File: src/rtl/matmul_sched.sv
// rtl/matmul_sched.sv - sequencing controller and two-way round-robin arbiter for the 3x3 systolic product unit
module matmul_sched #(
    parameter int RUN_CYCLES = 12,
    parameter int CLR_CYCLES = 1,
    parameter int CNT_W      = 4
) (
    input  logic       clk,
    input  logic       rst_n,
    input  logic [1:0] req,
    output logic [1:0] gnt,
    output logic       sel,
    output logic [3:0] mm_state,
    output logic       cap,
    output logic [1:0] done,
    output logic       busy
);

    localparam logic [2:0] S_IDLE  = 3'd0;
    localparam logic [2:0] S_ARB   = 3'd1;
    localparam logic [2:0] S_CLEAR = 3'd2;
    localparam logic [2:0] S_RUN   = 3'd3;
    localparam logic [2:0] S_DONE  = 3'd4;

    localparam logic [3:0] MM_IDLE  = 4'b0000;
    localparam logic [3:0] MM_CLEAR = 4'b0010;
    localparam logic [3:0] MM_RUN   = 4'b1001;

    localparam logic [CNT_W-1:0] CLR_LAST = CNT_W'(CLR_CYCLES - 1);
    localparam logic [CNT_W-1:0] RUN_LAST = CNT_W'(RUN_CYCLES - 1);

    logic [2:0]       state_q, state_d;
    logic [CNT_W-1:0] cnt_q, cnt_d;
    logic             last_q, last_d;
    logic             sel_q, sel_d;
    logic [1:0]       gnt_q, gnt_d;
    logic [3:0]       mm_q, mm_d;
    logic             cap_q, cap_d;
    logic [1:0]       done_q, done_d;
    logic             busy_q, busy_d;
    logic [1:0]       onehot_d;

    always_comb begin
        state_d = state_q;
        cnt_d   = cnt_q;
        last_d  = last_q;
        sel_d   = sel_q;
        case (state_q)
            S_IDLE: begin
                sel_d = 1'b0;
                if (req != 2'b00) state_d = S_ARB;
            end
            S_ARB: begin
                if (req == 2'b00) begin
                    state_d = S_IDLE;
                end else begin
                    // On a tie the requester not served last time wins.
                    sel_d   = (req == 2'b11) ? ~last_q : req[1];
                    last_d  = sel_d;
                    cnt_d   = '0;
                    state_d = S_CLEAR;
                end
            end
            S_CLEAR: begin
                if (cnt_q == CLR_LAST) begin
                    cnt_d   = '0;
                    state_d = S_RUN;
                end else begin
                    cnt_d = cnt_q + CNT_W'(1);
                end
            end
            S_RUN: begin
                if (cnt_q == RUN_LAST) begin
                    cnt_d   = '0;
                    state_d = S_DONE;
                end else begin
                    cnt_d = cnt_q + CNT_W'(1);
                end
            end
            S_DONE: begin
                sel_d   = 1'b0;
                cnt_d   = '0;
                state_d = S_IDLE;
            end
            default: begin
                sel_d   = 1'b0;
                cnt_d   = '0;
                state_d = S_IDLE;
            end
        endcase
    end

    // Outputs are registered from the next state so they line up with state_q.
    always_comb begin
        onehot_d = sel_d ? 2'b10 : 2'b01;
        gnt_d    = 2'b00;
        mm_d     = MM_IDLE;
        cap_d    = 1'b0;
        done_d   = 2'b00;
        busy_d   = (state_d != S_IDLE);
        case (state_d)
            S_CLEAR: begin
                gnt_d = onehot_d;
                mm_d  = MM_CLEAR;
            end
            S_RUN: begin
                gnt_d = onehot_d;
                mm_d  = MM_RUN;
            end
            S_DONE: begin
                gnt_d  = onehot_d;
                cap_d  = 1'b1;
                done_d = onehot_d;
            end
            default: ;
        endcase
    end

    always_ff @(posedge clk) begin
        if (!rst_n) begin
            state_q <= S_IDLE;
            cnt_q   <= '0;
            last_q  <= 1'b1;
            sel_q   <= 1'b0;
            gnt_q   <= 2'b00;
            mm_q    <= MM_IDLE;
            cap_q   <= 1'b0;
            done_q  <= 2'b00;
            busy_q  <= 1'b0;
        end else begin
            state_q <= state_d;
            cnt_q   <= cnt_d;
            last_q  <= last_d;
            sel_q   <= sel_d;
            gnt_q   <= gnt_d;
            mm_q    <= mm_d;
            cap_q   <= cap_d;
            done_q  <= done_d;
            busy_q  <= busy_d;
        end
    end

    assign gnt      = gnt_q;
    assign sel      = sel_q;
    assign mm_state = mm_q;
    assign cap      = cap_q;
    assign done     = done_q;
    assign busy     = busy_q;

endmodule

File: config.mk
export PLATFORM = sky130hd
export DESIGN_NAME = matmul_sched
export DESIGN_NICKNAME = d
export VERILOG_FILES = /design/src/rtl/matmul_sched.sv
export SDC_FILE = /design/constraint.sdc
export NUM_CORES = 1
export LEC_CHECK = 0
export ABC_AREA = 1
export BUFFER_PORTS_ARGS = -buffer_cell sky130_fd_sc_hd__buf_2
export CAP_MARGIN = 20
export CORE_MARGIN = 3
export CORE_UTILIZATION = 37
export CTS_BUF_LIST = sky130_fd_sc_hd__clkbuf_8
export DETAILED_ROUTE_END_ITERATION = 7
export RECOVER_POWER = 25
export SYNTH_ARGS = -nofsm -noshare
export SYNTH_HDL_FRONTEND = slang
export SYNTH_SLANG_ARGS = --single-unit
File: constraint.sdc
create_clock -name clk -period 1.5 [get_ports clk]
set_clock_uncertainty 0.1 [all_clocks]
set_input_delay 0.15 -clock clk [delete_from_list [all_inputs] [get_ports clk]]
set_output_delay 0.15 -clock clk [all_outputs]
set_load 0.005 [all_outputs]
== Word-level counts from Yosys, hierarchy flattened ==
Cells that the tools add are included.

* Input port bits: 4
* Register bits after elaboration: 19
* Output and inout bits: 11
* Logic and storage cells: 48

* $add $sub $neg: 1
* Reductions and logical operators: 11
* Muxes and demuxes: 15
* Bitwise gates (word level): 3
* Eq/ne operators: 9

{| class="wikitable"
|+ Operator list
! cell !! number
|-
| 4-bit one-hot mux with 4 select lines || 1
|-
| 3-bit by 2-bit == test with 1-bit output, second input constant || 4
|-
| 4-bit 2-to-1 mux || 3
|-
| 3-bit one-hot mux with 4 select lines || 1
|-
| 3-bit 2-to-1 mux || 3
|-
| 4-bit one-hot mux with 2 select lines || 1
|-
| 2-bit AND reduction || 4
|-
| 4-bit by 1-bit adder with 4-bit output, second input constant || 1
|-
| 4-bit == test, second input constant || 1
|-
| 4-bit logical NOT || 1
|-
| 2-bit 2-to-1 mux || 2
|-
| 3-bit by 1-bit == test with 1-bit output, second input constant || 1
|-
| 3-bit == test, second input constant || 1
|-
| 3-bit logical NOT || 1
|-
| 1-bit 2-to-1 mux || 3
|-
| 1-bit NOT || 3
|-
| 3-bit nonzero test || 1
|-
| 3-bit OR reduction || 1
|-
| 2-bit == test, second input constant || 1
|-
| 2-bit logical NOT || 1
|-
| 2-bit inequality test, second input constant || 1
|-
| 1-bit one-hot mux with 2 select lines || 1
|-
| 2-bit nonzero test || 1
|-
| 2-bit OR reduction || 1
|}

== Logic depth before layout (Yosys ltp) ==
Gate-level depths: netlist (run 1).

* Word-level depth: 6
* Mapped depth: 9
* Mapped depth without buffers: 9

== Worst setup path after synthesis (run 1) ==
OpenSTA, ideal clock, no wires.

* Path type: flip-flop to flip-flop
* From: register cnt_q[0]
* To: register state_q[0]
* Cell stages (with the launch flop): 8
* Clock period less this slack: 1.266 ns
* Required time: 1.293 ns
* Arrival: 1.059 ns
* Path buffers: 0
* Slack: 0.234 ns
* Library setup time: 0.107 ns
* Cells stage by stage: dfxtp_1 > ha_1 > nand3_1 > nand2_2 > and2_4 > nand2_4 > nand2_2 > inv_2

* Word-level cells in the longest chain between the ends: 3
* Elaborated cells between the ends (all ways): 5
* Those cells by class: eq/ne: 1; mux: 3; reduce/logical: 1

{| class="wikitable"
|+ Ends and longest elaborated chain
! what !! RTL line !! source
|-
| start, declared || 32 || <nowiki>logic [CNT_W-1:0] cnt_q, cnt_d;</nowiki>
|-
| start signal, assigned || 131 || <nowiki>cnt_q <= cnt_d;</nowiki>
|-
| 4-bit == test or 4-bit logical NOT (tied branches) || 72, 64 ||
|-
| 3-bit 2-to-1 mux, on equally long branches || 72, 64 ||
|-
| 3-bit one-hot mux with 4 select lines * || 47 || <nowiki>case (state_q)</nowiki>
|-
| end signal, assigned || 130 || <nowiki>state_q <= state_d;</nowiki>
|-
| end, declared || 31 || <nowiki>logic [2:0] state_q, state_d;</nowiki>
|}

Mark *: on every way between the ends. The rest lies on a longest branch, timed or not.
A chain may end at the register's enable or synchronous reset.

== Worst setup path in the final report (run 1) ==
* From: register cnt_q[1]
* To: register done_q[0] (netlist: done[0])

* Word-level cells in the longest chain between the ends: 5
* Elaborated cells between the ends (all ways): 7
* Those cells by class: eq/ne: 2; mux: 3; reduce/logical: 2

{| class="wikitable"
|+ Ends and longest elaborated chain
! what !! RTL line !! source
|-
| 4-bit == test or 4-bit logical NOT (tied branches) || 72, 64 ||
|-
| 3-bit 2-to-1 mux, on equally long branches || 72, 64 ||
|-
| 3-bit one-hot mux with 4 select lines * || 47 ||
|-
| 3-bit == test * || 100 || <nowiki>case (state_d)</nowiki>
|-
| 2-bit AND reduction (no source line) * || - ||
|-
| end signal, assigned || 137 || <nowiki>done_q <= done_d;</nowiki>
|-
| end, declared || 38 || <nowiki>logic [1:0] done_q, done_d;</nowiki>
|}

Marks and branches as above.

==> results of run 1 <==
## state kept, by name (all words and copies together) (netlist names)
name	count
busy	1
cap	1
cnt_q	4
done	2
gnt	2
last_q	1
mm_state	2
sel	1
state_q	3
## through the flow
stage          worst slack, ns  hold WS, ns  power [mW]
6_report                0.0803        0.109        1.10
2_1_floorplan            0.234        0.246       0.713
3_3_place_gp             0.177        0.355       0.767
3_5_place_dp             0.124        0.379       0.766
4_1_cts                  0.106       0.0994        1.12
5_1_grt                0.00118        0.115        1.18
## power by group through the flow
stage	sequential, mW	clock, mW	combinational, mW
6_report	0.513	0.346	0.243
5_1_grt	0.517	0.380	0.283
4_1_cts	0.512	0.363	0.244
3_5_place_dp	0.523	0	0.243
3_3_place_gp	0.522	0	0.245
2_1_floorplan	0.523	0	0.190
## routing by layer
layer | track usage, % | wire length [µm]
met1 | 15.3 | 708
met2 | 20.9 | 668
met3 | 3.42 | 69
met4 | 10.2 | 48
met5 | 0 | 0
## synth_stat cells (2+ instances only)
library cell / number / area, µm²
nand2_2: 4 / 25.0
nand2_1: 27 / 101
inv_1: 13 / 48.8
nand3_1: 11 / 55.1
inv_2: 6 / 22.5
nor2_2: 2 / 12.5
nand4_1: 2 / 12.5
dfxtp_1: 17 / 340
buf_4: 3 / 22.5
nor2_1: 12 / 45.0
ha_1: 2 / 25.0
## final timing paths
check                              from                   to  slack [ns]
hold reg to reg     last_q$_SDFFE_PN1P_  last_q$_SDFFE_PN1P_        0.39
hold / removal                    rst_n  last_q$_SDFFE_PN1P_        0.11
setup / recovery  cnt_q[1]$_SDFFE_PN0P_   done[0]$_SDFF_PN0_        0.08
setup reg to reg  cnt_q[1]$_SDFFE_PN0P_   done[0]$_SDFF_PN0_        0.08
## worst max-delay path: stages (launching register included)
cell     delay, ns
dfxtp_1       0.40
ha_1          0.22
nand3_1       0.14
nor3_1        0.20
nand2_1       0.15
nor2_1        0.15
## layout by cell type (no fill, tap or decap)
master | netlist | layout
and2_4 | 1 | 1
conb_1 | 1 | 1
o21ai_2 | 1 | 1
ha_1 | 2 | 2
clkbuf_1 | 0 | 2
nor2_2 | 2 | 2
o211ai_1 | 1 | 1
buf_2 | 0 | 11
dfxtp_2 | 0 | 1
nor3_1 | 1 | 1
inv_1 | 13 | 13
a21oi_1 | 1 | 1
a21o_1 | 1 | 1
nor2_4 | 1 | 1
clkbuf_8 | 0 | 3
nand3_1 | 11 | 11
nand2_1 | 27 | 27
nand2_2 | 4 | 4
o21ai_0 | 1 | 1
nand2_4 | 1 | 1
o21ai_1 | 1 | 1
dfxtp_1 | 17 | 16
clkinv_2 | 0 | 1
nor2_1 | 12 | 12
nand4_1 | 2 | 2
inv_2 | 6 | 6
## layout make-up
cell class	count	area share, %
flip-flops and latches	17	37.5
repair buffers	13	6.87
well taps	27	3.71
clock buffers	3	4.53
multi-input cells	71	39.0
clock inverters	1	0.549
inverters	19	7.83
## kinds of logic (layout without fill, tap and decap cells)
logic type / Yosys count / count (layout)
buffers and inverters: 22 / 36
adders and majority gates: 2 / 2
and+or+nand+nor: 62 / 62
other: 1 / 1
DFF: 17 / 17
AOI/OAI and AO/OA: 6 / 6
==> impl_results.md, run 1 <==
- 1st-iter DRT viols: 9
- CTS Root Buffer Type: clkbuf_8
- Clock-pin slew on the worst setup and hold paths: 0.07 ns
- Placed Cells: 147
- Switching portion of total power: 30.3%
- Final wirelength: 1.49 mm
- Startpoint types: register
- Status: completed
- Die Footprint: 0.00272 mm²
- Pins Over Slew Limit: 0
- Clock sink count: 17
- Clk buf depth: 2
- Clock power share: 31.4%
- Cts hold-fix bufs: 0
- Final Core Density: 46.0%
- Share of cells above drive strength 1: 25.8%
- Finished Layout Cells: 151
- Synth Area in XOR/XNOR: 0%
- Worst Path Max Fanout: 5
- Grt ovf: 0
- Peak Freq: approximately 700 MHz
- Post-synth cell types: 22
- CP endpoint kind: register
- Num rows: 16
- Ports: 15
- Detail Route Antenna Nets: 0
- Crit path time final: 1.42 ns
- Worst EP required: approximately 1.6 ns
- Ys Warns: 0
- Cts bufs inserted: 3
- # Post-CTS Setup Buffers: 0
- #FFs+latches synth: 17
- Multiplexer share of the synthesized area: 0%
- Top_reg_cell synth: dfxtp_1
- Crit path kind: reg -> reg
- Compound-gate portion of the synthesized area: 4.91%
- Area Growth Syn to Fin: 15.4%
- Drt drc: 0
- HPWL after DPL: between 1 and 1.5 mm
- First-pass DRT Iterations: 4
- Clk_lat worst skew: ~0.25 ns
- Antenna cells: 0
- Placed cell areas: 866 µm²
- Global Route Usage Sum: between 10% and 20%
- Port bufs: 13
- Critical Path AT: 1.51 ns
- Sw power: 334 µW
- R2R cell count: 5
- Die Y: 52.2 µm
- Largest net degree at the start of global routing: 11
- Vias in the first global route: 644
- Wirelength per Cell: 9.89 µm
- Power Internal: 769 µW
- Global-route wire length before repair: between 2 and 3 mm
- CTS HTree Levels: 1
- Sequential share of power: 46.5%
- Maximum VDD drop: ~0.00066 V
- Largest family of logic cells by synthesized area: simple AND/OR/NAND/NOR gates
- Cell Area, Synth: 790 µm²
- Final setup violation count: 0
- Hold Crit Depth: 2
- Simple-gate share of the synthesized area: 36.5%
- Number of synthesized flops with an enable pin: 0
- CORE AREA: 0.00198 mm²
- Final nets: 131
- Sequential share of the synthesized area: 43.1%
- Leakage power: 0.488 nW
- Finished Cell Area: 911 µm²
- PwrDens: between 1000 and 1500 mW/mm²
- CTS tree: done
- TNS Setup: 0 ns
- Adder-cell share of the synthesized area: under 10%
- Via total after detailed routing: 686
- Hold Violations, Final: 0
- Post-Synthesis Cells: 110
- GPL Wtd Cong: 0.783
- Logic pwr share: 22.1%
- FF+latch area: 342 µm²
- Initial Util: 39.8%
- Initial antenna violation count: 0
- Synth async-reset ratio: 0%
- Post-CTS sizing: 0
- Width of the die: 52.2 µm
- Multi-input logic area: roughly 360 µm²
- Post-DR vias/cell: 4.54
- RSZ-0062 raised after global routing: false
- Mapped Nets: between 100 and 150
- Fill cell count: 214
- Max Cap Violations: 0
- Hold WC Path Type: in -> reg
- Syn_area_per_cell: slightly above 7 µm²
- Tcrit/Tclk final: 94.6%
(Power assumes the default switching activity.)
==> run 2: changes to the inputs <==
--- a/config.mk
+++ b/config.mk
@@ -10,7 +10,7 @@
 export CAP_MARGIN = 20
 export CORE_MARGIN = 3
 export CORE_UTILIZATION = 37
-export CTS_BUF_LIST = sky130_fd_sc_hd__clkbuf_8
+export CTS_BUF_LIST = sky130_fd_sc_hd__clkbuf_2
 export DETAILED_ROUTE_END_ITERATION = 7
 export RECOVER_POWER = 25
 export SYNTH_ARGS = -nofsm -noshare
==> impl_results.md, run 2 (same netlist as run 1, synthesis figures left out) <==
- Port bufs: 13 (unchanged)
- Cts bufs inserted: 3 (unchanged)
- Leakage power: 0.475 nW (was 0.488 nW)
- Largest Register: cnt_q (unchanged)
- Vias in the first global route: 637 (was 644)
- Hold-critical path endpoint: cnt_q[1]$_SDFFE_PN0P_ (was last_q$_SDFFE_PN1P_)
- Cts hold-fix bufs: 0 (unchanged)
- Clock sink count: 17 (unchanged)
- Largest net degree at the start of global routing: 11 (unchanged)
- Clock-pin slew on the worst setup and hold paths: 0.16 ns (was 0.07 ns)
- Reg2reg end: state_q[0]$_SDFF_PN0_ (was done[0]$_SDFF_PN0_)
- Die Footprint: 0.00272 mm² (unchanged)
- Reg-to-reg startpoint: cnt_q[0]$_SDFFE_PN0P_ (was cnt_q[1]$_SDFFE_PN0P_)
- Final nets: 131 (unchanged)
- Critical Path AT: 1.47 ns (was 1.51 ns)
- Drt drc: 0 (unchanged)
- Final wirelength: 1.44 mm (was 1.49 mm)
- HPWL after DPL: 1.10 mm (unchanged)
- Ports: 15 (unchanged)
- CTS Root Buffer Type: clkbuf_2 (was clkbuf_8)
- CTS HTree Levels: 1 (unchanged)
- Peak Freq: 745 MHz (was 704 MHz)
- Hold Violations, Final: 0 (unchanged)
- Crit path kind: reg -> reg (unchanged)
- Grt ovf: 0 (unchanged)
- Num rows: 16 (unchanged)
- Maximum VDD drop: 0.000563 V (was 0.000665 V)
- CTS tree: done (unchanged)
- Via total after detailed routing: 687 (was 686)
- Most common cell after layout, fill and taps aside: nand2_1 (unchanged)
- Max Cap Violations: 0 (unchanged)
- Largest registers: cnt_q x4, state_q x3 (unchanged)
- Startpoint types: register (unchanged)
- Wirelength per Cell: 9.50 µm (was 9.89 µm)
- Pins Over Slew Limit: 0 (unchanged)
- Initial antenna violation count: 0 (unchanged)
- Final setup violation count: 0 (unchanged)
- 1st-iter DRT viols: 14 (was 9)
- Logic pwr share: 25.2% (was 22.1%)
- Clk buf depth: 2 (unchanged)
- Detail Route Antenna Nets: 0 (unchanged)
- Switching portion of total power: 33.2% (was 30.3%)
- PwrDens: 1090 mW/mm² (was 1210 mW/mm²)
- Crit path time final: 1.34 ns (was 1.42 ns)
- Hold Crit Depth: 3 (was 2)
- Width of the die: 52.2 µm (unchanged)
- RSZ-0062 raised after global routing: false (unchanged)
- Post-DR vias/cell: 4.55 (was 4.54)
- Global Route Usage Sum: 13.0% (was 13.3%)
- Worst Path Max Fanout: 5 (unchanged)
- Tcrit/Tclk final: 89.5% (was 94.6%)
- Die Y: 52.2 µm (unchanged)
- Global-route wire length before repair: 2.53 mm (was 2.60 mm)
- Sw power: 321 µW (was 334 µW)
- Hold WS: 0.0371 ns (was 0.109 ns)
- Most frequent cells in the layout: nand2_1 (27), dfxtp_1 (15), inv_1 (13), nor2_1 (12), nand3_1 (11) (was nand2_1 (27), dfxtp_1 (16), inv_1 (13), nor2_1 (12))
- Share of cells above drive strength 1: 25.8% (unchanged)
- Clock power share: 21.6% (was 31.4%)
- First-pass DRT Iterations: 4 (unchanged)
- Hold WC Path Type: in -> reg (unchanged)
- GPL Wtd Cong: 0.783 (unchanged)
- R2R cell count: 7 (was 5)
- Power Internal: 644 µW (was 769 µW)
- TNS Setup: 0 ns (unchanged)
- Largest register FFs: 4 (unchanged)
- Initial Util: 39.8% (unchanged)
- Worst EP required: 1.63 ns (was 1.59 ns)
- Antenna cells: 0 (unchanged)
- Area Growth Syn to Fin: 12.0% (was 15.4%)
- Sequential share of power: 53.2% (was 46.5%)
- Worst R2R Setup Slack: 0.16 ns (was 0.08 ns)
- CORE AREA: 0.00198 mm² (unchanged)
- Hold Crit Start: rst_n (unchanged)
- Clk_lat worst skew: 0.31 ns (was 0.25 ns)
- Status: completed (unchanged)
- CP endpoint kind: register (unchanged)
## run 2: cell count changes in the layout (fill, tap and decap cells not counted)
| cell | change |
|---|---|
| buf_2 | -1 |
| clkbuf_1 | +1 |
| clkbuf_8 | -3 |
| dfxtp_1 | -1 |
| clkbuf_2 | +3 |
| dfxtp_2 | +1 |
## run 2: how the worst max path moves through the flow
| stage | cells after the start | startpoint | slack [ns] | to |
|---|---|---|---|---|
| after floorplan | 7 | cnt_q[0]$_SDFFE_PN0P_ | 0.23 | state_q[0]$_SDFF_PN0_ |
| after global placement | 7 | cnt_q[1]$_SDFFE_PN0P_ | 0.18 | state_q[0]$_SDFF_PN0_ |
| after detailed placement | 7 | cnt_q[0]$_SDFFE_PN0P_ | 0.12 | state_q[0]$_SDFF_PN0_ |
| after CTS | 7 | cnt_q[1]$_SDFFE_PN0P_ | 0.10 | state_q[0]$_SDFF_PN0_ |
| after global routing | 5 | cnt_q[0]$_SDFFE_PN0P_ | 0.01 | done[0]$_SDFF_PN0_ |
| final | 7 | cnt_q[0]$_SDFFE_PN0P_ | 0.16 | state_q[0]$_SDFF_PN0_ |
## run 2: per-layer routing
metal	global-route usage (%)	vias to the layer above	share of wire [%]
li1	-	363	-
met1	14.8	306	47
met2	20.3	13	45
met3	3.42	5	4.7
met4	10.2	0	3.3
met5	0	-	0
## run 2: worst max-delay path, stage by stage (launching register included)
cell	delay (ns)
dfxtp_2	0.39
ha_1	0.19
nand3_1	0.14
nand2_2	0.14
and2_4	0.17
nand2_4	0.05
nand2_2	0.05
inv_2	0.02
## run 2: layout make-up
class | instances | area [µm²]
Clock buffer | 3 | 15.0
Tap cell | 27 | 33.8
Multi-Input combinational cell | 71 | 355
Fill cell | 216 | 1100
Clock inverter | 1 | 5.00
Sequential cell | 17 | 343
Inverter | 19 | 71.3
Timing Repair Buffer | 13 | 61.3
## run 2: per-stage QoR
step | instance area, µm² | util, % | setup WS [ns] | std cells | power (mW)
after floorplan | 790 | - | 0.234 | 110 | 0.713
after global placement | 866 | 43.7 | 0.177 | 147 | 0.767
after detailed placement | 866 | 43.7 | 0.124 | 147 | 0.766
after CTS | 886 | 44.7 | 0.102 | 151 | 0.979
after global routing | 885 | 44.6 | 0.0102 | 151 | 1.04
final | 885 | 44.6 | 0.158 | 151 | 0.965
## run 2: power by group through the flow
stage	clock, mW	combinational (mW)	sequential (mW)
global route	0.241	0.283	0.518
CTS	0.222	0.244	0.513
finish	0.209	0.244	0.513
global placement	0	0.245	0.522
detailed placement	0	0.243	0.523
floorplan	0	0.190	0.523
## run 2: timing repair
action / 4_1_cts / 5_1_grt
gates resized for setup: 0 / 2
setup buffers: 0 / 0
setup endpoints to repair: 0 / 4
